[src/rtl/textmode_pkg.sv]
// rtl/textmode_pkg.sv - shared geometry, command codes and sequencer states for the text-mode writer
package textmode_pkg;

    localparam int         TM_COLS     = 80;
    localparam int         TM_ROWS     = 60;
    localparam int         TM_ROW_STEP = 2;
    localparam logic [6:0] TM_BLANK    = 7'h00;

    localparam logic [6:0] CHR_BS  = 7'h08;
    localparam logic [6:0] CHR_LF  = 7'h0A;
    localparam logic [6:0] CHR_CR  = 7'h0D;
    localparam logic [6:0] CHR_CLR = 7'h7F;

    typedef enum logic [1:0] {
        IDLE,
        CLEAR,
        SCROLL,
        FILL
    } state_t;

    function automatic logic is_printable(input logic [6:0] code);
        return (code >= 7'h20) && (code <= 7'h7E);
    endfunction

endpackage

[src/rtl/textmode_write_ctrl_walker.sv]
// rtl/textmode_write_ctrl_walker.sv - raster address walker shared by the clear, scroll and fill engines
module fb_raster_walker
    import textmode_pkg::*;
#(
    parameter int COLS = TM_COLS,
    parameter int XW   = $clog2(COLS),
    parameter int YW   = 6
) (
    input  logic          i_clk,
    input  logic          i_reset,
    input  logic          i_start,
    input  logic [YW-1:0] i_row_first,
    input  logic [YW-1:0] i_row_last,
    input  logic          i_step,
    output logic [XW-1:0] o_x,
    output logic [YW-1:0] o_y,
    output logic          o_last
);

    logic [XW-1:0] r_x;
    logic [YW-1:0] r_y;
    logic [YW-1:0] r_row_last;
    logic [XW-1:0] w_base_x;
    logic [YW-1:0] w_base_y;

    // start together with step consumes the first cell, which the caller issues itself
    always_comb begin
        w_base_x = i_start ? '0 : r_x;
        w_base_y = i_start ? i_row_first : r_y;
    end

    always_ff @(posedge i_clk) begin
        if (i_reset) begin
            r_x        <= '0;
            r_y        <= '0;
            r_row_last <= '0;
        end else begin
            if (i_start) begin
                r_row_last <= i_row_last;
            end
            if (i_step) begin
                if (w_base_x == XW'(COLS - 1)) begin
                    r_x <= '0;
                    r_y <= w_base_y + 1'b1;
                end else begin
                    r_x <= w_base_x + 1'b1;
                    r_y <= w_base_y;
                end
            end else if (i_start) begin
                r_x <= w_base_x;
                r_y <= w_base_y;
            end
        end
    end

    assign o_x    = r_x;
    assign o_y    = r_y;
    assign o_last = (r_x == XW'(COLS - 1)) && (r_y == r_row_last);

endmodule

[src/rtl/textmode_write_ctrl.sv]
// rtl/textmode_write_ctrl.sv - command sequencer owning the cursor and all framebuffer write traffic
module textmode_write_ctrl
    import textmode_pkg::*;
#(
    parameter int         COLS     = TM_COLS,
    parameter int         ROWS     = TM_ROWS,
    parameter int         ROW_STEP = TM_ROW_STEP,
    parameter logic [6:0] BLANK    = TM_BLANK,
    parameter int         XW       = $clog2(COLS),
    parameter int         YW       = $clog2(ROWS)
) (
    input  logic          CLK,
    input  logic          RESET,
    input  logic          CMD_VALID,
    input  logic [6:0]    CMD_DATA,
    output logic          CMD_READY,
    output logic          FB_WE,
    output logic [XW-1:0] FB_WX,
    output logic [YW-1:0] FB_WY,
    output logic [6:0]    FB_WDATA,
    output logic [XW-1:0] FB_RX,
    output logic [YW-1:0] FB_RY,
    input  logic [6:0]    FB_RDATA,
    output logic          BUSY,
    output logic [XW-1:0] CURSOR_X,
    output logic [YW-1:0] CURSOR_Y
);

    state_t        r_state, w_state_n;
    logic [XW-1:0] r_cx, w_cx_n;
    logic [YW-1:0] r_cy, w_cy_n;
    logic          r_fb_we, w_fb_we_n;
    logic [XW-1:0] r_fb_wx, w_fb_wx_n;
    logic [YW-1:0] r_fb_wy, w_fb_wy_n;
    logic [6:0]    r_fb_wdata, w_fb_wdata_n;
    logic [XW-1:0] r_fb_rx, w_fb_rx_n;
    logic [YW-1:0] r_fb_ry, w_fb_ry_n;
    logic          r_copy, w_copy_n;
    logic          r_rd_valid, w_rd_valid_n;
    logic          r_tail, w_tail_n;

    logic          w_accept;
    logic          w_lf;
    logic [YW:0]   w_y_ext;
    logic          w_lf_fits;
    logic          w_walk_start, w_walk_step;
    logic [YW-1:0] w_walk_first, w_walk_row_last;
    logic [XW-1:0] w_walk_x;
    logic [YW-1:0] w_walk_y;
    logic          w_walk_last;

    fb_raster_walker #(
        .COLS (COLS),
        .XW   (XW),
        .YW   (YW)
    ) u_walker (
        .i_clk       (CLK),
        .i_reset     (RESET),
        .i_start     (w_walk_start),
        .i_row_first (w_walk_first),
        .i_row_last  (w_walk_row_last),
        .i_step      (w_walk_step),
        .o_x         (w_walk_x),
        .o_y         (w_walk_y),
        .o_last      (w_walk_last)
    );

    assign CMD_READY = (r_state == IDLE) && !RESET;
    assign w_accept  = CMD_VALID && CMD_READY;
    assign w_y_ext   = {1'b0, r_cy} + (YW + 1)'(ROW_STEP);
    assign w_lf_fits = w_y_ext <= (YW + 1)'(ROWS - 1);

    always_comb begin
        w_state_n       = r_state;
        w_cx_n          = r_cx;
        w_cy_n          = r_cy;
        w_fb_we_n       = 1'b0;
        w_fb_wx_n       = r_fb_wx;
        w_fb_wy_n       = r_fb_wy;
        w_fb_wdata_n    = r_fb_wdata;
        w_fb_rx_n       = r_fb_rx;
        w_fb_ry_n       = r_fb_ry;
        w_copy_n        = 1'b0;
        w_rd_valid_n    = 1'b0;
        w_tail_n        = r_tail;
        w_lf            = 1'b0;
        w_walk_start    = 1'b0;
        w_walk_step     = 1'b0;
        w_walk_first    = '0;
        w_walk_row_last = YW'(ROWS - 1);

        case (r_state)
            IDLE: begin
                if (w_accept) begin
                    w_tail_n = 1'b0;
                    if (is_printable(CMD_DATA)) begin
                        w_fb_we_n    = 1'b1;
                        w_fb_wx_n    = r_cx;
                        w_fb_wy_n    = r_cy;
                        w_fb_wdata_n = CMD_DATA;
                        if (r_cx == XW'(COLS - 1)) begin
                            w_cx_n = '0;
                            w_lf   = 1'b1;
                        end else begin
                            w_cx_n = r_cx + 1'b1;
                        end
                    end else begin
                        case (CMD_DATA)
                            CHR_CR: w_cx_n = '0;
                            CHR_LF: w_lf = 1'b1;
                            CHR_BS: begin
                                if (r_cx != '0) begin
                                    w_cx_n       = r_cx - 1'b1;
                                    w_fb_we_n    = 1'b1;
                                    w_fb_wx_n    = r_cx - 1'b1;
                                    w_fb_wy_n    = r_cy;
                                    w_fb_wdata_n = BLANK;
                                end
                            end
                            CHR_CLR: begin
                                w_state_n    = CLEAR;
                                w_fb_we_n    = 1'b1;
                                w_fb_wx_n    = '0;
                                w_fb_wy_n    = '0;
                                w_fb_wdata_n = BLANK;
                                w_walk_start = 1'b1;
                                w_walk_step  = 1'b1;
                            end
                            default: ;
                        endcase
                    end
                    if (w_lf) begin
                        if (w_lf_fits) begin
                            w_cy_n = w_y_ext[YW-1:0];
                        end else begin
                            w_state_n    = SCROLL;
                            w_fb_rx_n    = '0;
                            w_fb_ry_n    = YW'(ROW_STEP);
                            w_rd_valid_n = 1'b1;
                            w_walk_start = 1'b1;
                            w_walk_step  = 1'b1;
                            w_walk_first = YW'(ROW_STEP);
                        end
                    end
                end
            end
            CLEAR: begin
                if (r_tail) begin
                    w_state_n = IDLE;
                    w_tail_n  = 1'b0;
                    w_cx_n    = '0;
                    w_cy_n    = '0;
                end else begin
                    w_fb_we_n    = 1'b1;
                    w_fb_wx_n    = w_walk_x;
                    w_fb_wy_n    = w_walk_y;
                    w_fb_wdata_n = BLANK;
                    w_walk_step  = 1'b1;
                    w_tail_n     = w_walk_last;
                end
            end
            SCROLL: begin
                // each copy write retires the read issued one cycle earlier
                w_fb_we_n = r_rd_valid;
                w_copy_n  = r_rd_valid;
                w_fb_wx_n = r_fb_rx;
                w_fb_wy_n = r_fb_ry - YW'(ROW_STEP);
                if (r_tail) begin
                    w_state_n    = FILL;
                    w_tail_n     = 1'b0;
                    w_walk_start = 1'b1;
                    w_walk_first = YW'(ROWS - ROW_STEP);
                end else begin
                    w_fb_rx_n    = w_walk_x;
                    w_fb_ry_n    = w_walk_y;
                    w_rd_valid_n = 1'b1;
                    w_walk_step  = 1'b1;
                    w_tail_n     = w_walk_last;
                end
            end
            FILL: begin
                if (r_tail) begin
                    w_state_n = IDLE;
                    w_tail_n  = 1'b0;
                end else begin
                    w_fb_we_n    = 1'b1;
                    w_fb_wx_n    = w_walk_x;
                    w_fb_wy_n    = w_walk_y;
                    w_fb_wdata_n = BLANK;
                    w_walk_step  = 1'b1;
                    w_tail_n     = w_walk_last;
                end
            end
            default: w_state_n = IDLE;
        endcase
    end

    always_ff @(posedge CLK) begin
        if (RESET) begin
            r_state    <= IDLE;
            r_cx       <= '0;
            r_cy       <= '0;
            r_fb_we    <= 1'b0;
            r_fb_wx    <= '0;
            r_fb_wy    <= '0;
            r_fb_wdata <= '0;
            r_fb_rx    <= '0;
            r_fb_ry    <= '0;
            r_copy     <= 1'b0;
            r_rd_valid <= 1'b0;
            r_tail     <= 1'b0;
        end else begin
            r_state    <= w_state_n;
            r_cx       <= w_cx_n;
            r_cy       <= w_cy_n;
            r_fb_we    <= w_fb_we_n;
            r_fb_wx    <= w_fb_wx_n;
            r_fb_wy    <= w_fb_wy_n;
            r_fb_wdata <= w_fb_wdata_n;
            r_fb_rx    <= w_fb_rx_n;
            r_fb_ry    <= w_fb_ry_n;
            r_copy     <= w_copy_n;
            r_rd_valid <= w_rd_valid_n;
            r_tail     <= w_tail_n;
        end
    end

    // copy writes forward the RAM read data so the write trails its read by one cycle
    assign FB_WE    = r_fb_we;
    assign FB_WX    = r_fb_wx;
    assign FB_WY    = r_fb_wy;
    assign FB_WDATA = r_copy ? FB_RDATA : r_fb_wdata;
    assign FB_RX    = r_fb_rx;
    assign FB_RY    = r_fb_ry;
    assign BUSY     = (r_state != IDLE);
    assign CURSOR_X = r_cx;
    assign CURSOR_Y = r_cy;

endmodule

[config.mk]
export PLATFORM = sky130hd
export DESIGN_NAME = textmode_write_ctrl
export DESIGN_NICKNAME = d
export VERILOG_FILES = /design/src/rtl/textmode_pkg.sv /design/src/rtl/textmode_write_ctrl_walker.sv /design/src/rtl/textmode_write_ctrl.sv
export SDC_FILE = /design/constraint.sdc
export NUM_CORES = 1
export LEC_CHECK = 0
export ABC_AREA = 0
export CORE_UTILIZATION = 48
export CTS_BUF_LIST = sky130_fd_sc_hd__clkbuf_16
export DETAILED_ROUTE_END_ITERATION = 7
export GPL_TIMING_DRIVEN = 0
export PLACE_DENSITY = 0.82
export SETUP_SLACK_MARGIN = 0.3
export SKIP_CTS_REPAIR_TIMING = 1
export SYNTH_ARGS = -nofsm -noshare
export SYNTH_HDL_FRONTEND = slang
export SYNTH_SLANG_ARGS = --single-unit
[constraint.sdc]
create_clock -name CLK -period 3.42 [get_ports CLK]
set_input_delay 0.684 -clock CLK [delete_from_list [all_inputs] [get_ports CLK]]
set_output_delay 0.684 -clock CLK [all_outputs]
set_load 0.01 [all_outputs]
-- Word-level counts from Yosys, hierarchy flattened
Cells that the tools add are included.
- add/subtract/negate cells: 6
- order comparisons: 3
- equality and inequality tests: 23
- mux-type cells: 85
- bitwise logic cells: 1
- reduce and logical (&&, ||, !) cells: 21
- operator list (cell ; count):
    7-bit two-way mux ; 20
    6-bit two-way mux ; 16
    7-bit case mux with 2 select lines ; 6
    6-bit case mux with 2 select lines ; 4
    7-bit == test (second input constant) ; 4
    7-bit by 4-bit == test with 1-bit output (second input constant) ; 3
    7-bit case mux with 3 select lines ; 1
    1-bit two-way mux ; 20
    2-bit two-way mux ; 10
    5-bit AND reduction ; 4
    6-bit case mux with 3 select lines ; 1
    7-bit by 1-bit adder with 7-bit output (second input constant) ; 2
    2-bit inequality test (second input constant) ; 7
    1-bit case mux with 2 select lines ; 5
    2-bit nonzero test ; 5
    4-bit by 1-bit inequality test with 1-bit output (second input constant) ; 2
    6-bit by 2-bit adder with 7-bit output (second input constant) ; 1
    7-bit by 6-bit >= comparator with 1-bit output (second input constant) ; 1
    7-bit by 6-bit less-or-equal comparator with 1-bit output (second input constant) ; 1
    7-bit less-or-equal comparator (second input constant) ; 1
    7-bit nonzero test ; 1
    7-bit by 1-bit subtractor with 7-bit output (second input constant) ; 1
    6-bit by 1-bit adder with 6-bit output (second input constant) ; 1
    6-bit == test ; 1
    other kinds (15) ; 21
- flip-flop bits (word level): 66
- input port bits: 17
- output and inout port bits: 49
- word-level logic and storage cells: 154

-- Depth between registers and ports, before layout
- depth after elaboration: 12
- depth in mapped cells: 18
- mapped depth without buffers: 16

-- Modules after synthesis
Synthesis repeated with hierarchy kept, for this count alone.
- cells, all modules: 492
- area, all modules: 4043.9 um^2
- modules (own cells, without submodules) (module ; instances ; cells each ; area each (um^2) ; sequential area each (um^2)):
    textmode_write_ctrl ; 1 ; 384 ; 3010.4 ; 1021.0
    fb_raster_walker ; 1 ; 108 ; 1033.5 ; 380.4

-- Least setup slack after synthesis
OpenSTA, ideal clock, no wires.
- kind: input port to flip-flop
- from: input CMD_DATA[6]
- to: register u_walker.r_y[4], in the netlist u_walker.o_y[4]
- setup time: 120 ps
- arrival: 3401 ps
- required time: 3300 ps
- slack: -101 ps
- cell stages on the path: 15
- path buffers: 2
- cell sequence: nor2_1 > a31o_2 > o32ai_4 > nand2_1 > clkbuf_1 > nand3_1 > inv_1 > ha_1 > nand3_1 > or3_1 > clkbuf_1 > nor3_4 > o2111ai_1 > and3_1 > o31a_1
- word-level cells in the longest chain between the ends: 12
- elaborated cells on any way between the ends: 27
- those cells by class: add/sub (1); order compare (2); eq/ne (3); mux (19); reduce/logical (2)
- RTL lines (item ; line ; text):
    start: declaration ; textmode_write_ctrl.sv:15 ; input logic [6:0] CMD_DATA,
    7-bit by 6-bit >= comparator with 1-bit output, or another cell as far along ; textmode_pkg.sv:22 ; return (code >= 7'h20) && (code <= 7'h7E);
    1-bit logical AND or 1-bit two-way mux (tied branches) ; textmode_pkg.sv:22, textmode_write_ctrl.sv:108 ;
    1-bit two-way mux ; textmode_write_ctrl.sv:96 ; if (is_printable(CMD_DATA)) begin
    1-bit two-way mux ; textmode_write_ctrl.sv:94 ; if (w_accept) begin
    1-bit two-way mux ; textmode_write_ctrl.sv:92 ; case (r_state)
    2-bit two-way mux or 1-bit two-way mux (tied branches) ; textmode_write_ctrl.sv:132 ; if (w_lf) begin
    2-bit two-way mux or 1-bit two-way mux (tied branches) ; textmode_write_ctrl.sv:94 ;
    6-bit case mux with 2 select lines or 1-bit case mux with 2 select lines (tied branches) ; textmode_write_ctrl.sv:92 ;
    6-bit two-way mux or 7-bit two-way mux (tied branches) ; textmode_write_ctrl_walker.sv:29, textmode_write_ctrl_walker.sv:28 ;
    6-bit by 1-bit adder with 6-bit output or 7-bit == test (tied branches) ; textmode_write_ctrl_walker.sv:44, textmode_write_ctrl_walker.sv:42 ;
    6-bit two-way mux ; textmode_write_ctrl_walker.sv:42 ; if (w_base_x == XW'(COLS - 1)) begin
    6-bit two-way mux ; textmode_write_ctrl_walker.sv:41 ; if (i_step) begin
    end signal: assignment ; textmode_write_ctrl_walker.sv:44 ; r_y <= w_base_y + 1'b1;
    end signal: assignment ; textmode_write_ctrl_walker.sv:47 ; r_y <= w_base_y;
    end signal: assignment ; textmode_write_ctrl_walker.sv:51 ; r_y <= w_base_y;
    end: declaration ; textmode_write_ctrl_walker.sv:21 ; logic [YW-1:0] r_y;
Parallel ways exist; a longest one is shown, timed or not. The select of a mux whose other input is x is not followed.
A chain may end at the register's enable or synchronous reset.

-- Final worst setup path
- from: input CMD_DATA[6]
- to: register u_walker.r_y[5], in the netlist u_walker.o_y[5]
Same word-level chain as after synthesis.

==> reports/results.tsv <==
metric	value	unit
worst setup path endpoint	u_walker.o_y[5]	
worst skew pair latency	340	ps
Mapped Cells	497	
Data required, critical path	3680	ps
async set or reset register ratio after synthesis	0	%
TritonRoute pass-1 iters	5	
Final min period	3143	ps
area of the multi-input gates	2452	µm²
PortBufs	63	
Antenna diodes	0	
Critical Path Start Type	input port	
CP max-delay cell	or3_4	
crit share post-route	91.90	%
Fmax	0.3182	GHz
Reg clk slew, reported paths	60	ps
setup violators final	0	
crit end category	flop	
Syn-to-layout area delta	37.72	%
PD cells	378.4	nW/µm²
final net count	615	
reg2reg end	u_walker.o_y[5]	
largest net degree at the start of global routing	14	
number of synthesized register bits	65	
Inserted Clock Buffers	9	
setup TNS	0	ps
Hold WS	451.1	ps
DRC Markers	0	
R2R Path Start	r_state[0]	
vias in the first global route	3760	
crit path cell chain	buf_8 > and3_4 > and3_4 > buf_8 > a21oi_4 > and3_4 > ha_4 > nand3_2 > or3_4 > buf_8 > nor3_4 > buf_4 > nand3_1 > or2_4 > a31oi_1	
fill cell count	636	
Synth Flop Type	dfxtp_1	
part of the Yosys area used for sequential elements	33.91	%
RSZ-0062 raised after global routing	yes	
Max VDD drop	0.2290	mV
Tot GR Track Use	28.84	%
Post-Syn Area	3837	µm²
CP arrival	3400	ps
Mapped Nets	521	
reported max-cap violation count	0	
relative slew slack	40.80	%
final slew viol count	0	
slowest cell delay on critical path	410	ps
crit path from	CMD_DATA[6]	
crit path kind	input port to flop	
number of flops mapped to enable cells by yosys	0	
Hold WC Path Type	flop to flop	
Die X-Extent	91.41	µm
die area	8356	µm²
worst-path maximum fanout	6	
Detail Route Antenna Nets	0	
# rows	32	
TritonCTS clock tree	built	
post-detail-place hpwl	8552	µm
clock tree buffer depth	2	
DR vias	4227	
fin util	68.39	%
CTS H-tree depth	3	
first-pass GRT wire length	18890	µm
Reg2Reg Depth	14	
r2r setup slk	290	ps
die height	91.41	µm
gr ovfl total	0	
clk_skew	8.728	ps
gp weighted congestion	0.9013	
initial core utilization	49.66	%
leak pwr	1.882	nW
clock sink count	65	
I/O pins	66	
fraction of layout cells with a size suffix above 1	17.28	%
Vias/cell	6.056	
Syn. warnings	0	
WL final	12410	µm
initial antenna violation count	0	
core footprint	7727	µm²
final hold viol count	0	
post-synth cell types	68	
1st-iter DRT viols	420	
status	completed	
worst slew pin tran	884.7	ps
Mapped Avg Cell Area	7.721	µm²
DR WL/cell	17.78	µm
CTS root buf	clkbuf_16	
register area	1313	µm²
## metal layers
layer,GRT usage [%],share of wire (%),up-vias
met1,37.25,41,1976
li1,-,-,1975
met3,4.941,8.7,28
met4,12.17,2.2,0
met2,47.24,48,248
met5,0,0,-
## sequential cells by signal, indices dropped and copies added (netlist names), 2 cells and up
signal	flops
r_state	2
FB_WX	7
FB_WY	6
FB_RY	6
FB_RX	7
r_fb_wdata	7
CURSOR_X	7
CURSOR_Y	5
u_walker.o_x	7
u_walker.o_y	6
## cell usage in the layout (no fill, tap or decap), types with 9 or more instances in the layout
cell type,count
inv_1,19
clkbuf_16,9
clkbuf_1,23
mux2i_1,9
buf_4,22
a21oi_1,49
dfxtp_1,62
nor3_1,12
nor2_1,53
nand3_1,37
mux2_2,9
clkdlybuf4s50_1,55
xnor2_1,9
o21ai_0,20
nand2_1,48
## how the worst min path moves through the flow
stage | from | to | slack [ps] | depth (start not counted)
detailed placement | r_fb_wdata[1] | r_fb_wdata[1] | 450 | 2
CTS | r_fb_wdata[1] | r_fb_wdata[1] | 450 | 2
finish | r_fb_wdata[6] | r_fb_wdata[6] | 450 | 2
global placement | r_rd_valid | r_copy | 440 | 2
floorplan | r_rd_valid | r_copy | 420 | 2
global route | r_fb_wdata[5] | r_fb_wdata[5] | 480 | 2
## layout make-up
cell class	count	area share [%]
multi-input combinational	375	46.40
clock inverter	7	1.894
tap	102	2.415
sequential	65	24.83
inverter	21	1.491
timing repair buffer	83	15.13
buffer	36	3.575
clock buffer	9	4.261
## worst max-delay path, delay by kind of cell
| kind | cells | cell delay [ps] |
|---|---|---|
| AO/OA/AOI/OAI | 2 | 390 |
| adder cells (fa/ha/maj) | 1 | 140 |
| buffers and inverters | 4 | 530 |
| AND/OR/NAND/NOR | 8 | 1660 |
## where the power goes
group	leakage, nW	switching (mW)	internal [mW]	total, mW
registers	0.528	0.00900	0.768	0.777
clock network	0.161	0.368	0.645	1.01
logic	1.19	0.117	0.0932	0.210
total	1.88	0.493	1.51	2.00
## metrics by stage
step / instance area (µm²) / setup slack, ps / instances / total power [mW]
2_1_floorplan: 3945 / 178.2 / 497 / 0.9076
3_3_place_gp: 4703 / -798.8 / 662 / 0.9861
3_5_place_dp: 4703 / -761.5 / 662 / 0.9889
4_1_cts: 5029 / -442.8 / 678 / 1.990
5_1_grt: 5285 / 214.6 / 698 / 2.055
6_report: 5285 / 277.1 / 698 / 2.000
## logic make-up after synthesis
family / Yosys count / share of synthesized area, %
simple gates: 207 / 27.00
compound gates: 129 / 22.86
flops: 65 / 33.91
buf+inv: 57 / 5.902
mux: 18 / 4.989
xor+xnor: 13 / 2.967
fa+ha+maj: 7 / 2.282
other cells: 1 / 0.09772
## synth_stat cells (5+ instances only)
library cell,instances,area share [%]
dfxtp_1,65,34
nor2_1,54,5.3
a21oi_1,51,6.7
nand2_1,49,4.8
nand3_1,40,5.2
clkbuf_1,28,2.7
inv_1,21,2.1
o21ai_0,20,2.6
nor3_1,12,1.6
and3_1,9,1.5
mux2_2,9,2.6
mux2i_1,9,2.3
xnor2_1,9,2.1
ha_1,7,2.3
nand2b_1,7,1.1
nor2b_1,7,1.1
a211oi_1,6,1.2
a22oi_1,6,1.2
nor3b_1,5,0.98
No activity file was read; power rests on OpenSTA's default activity.
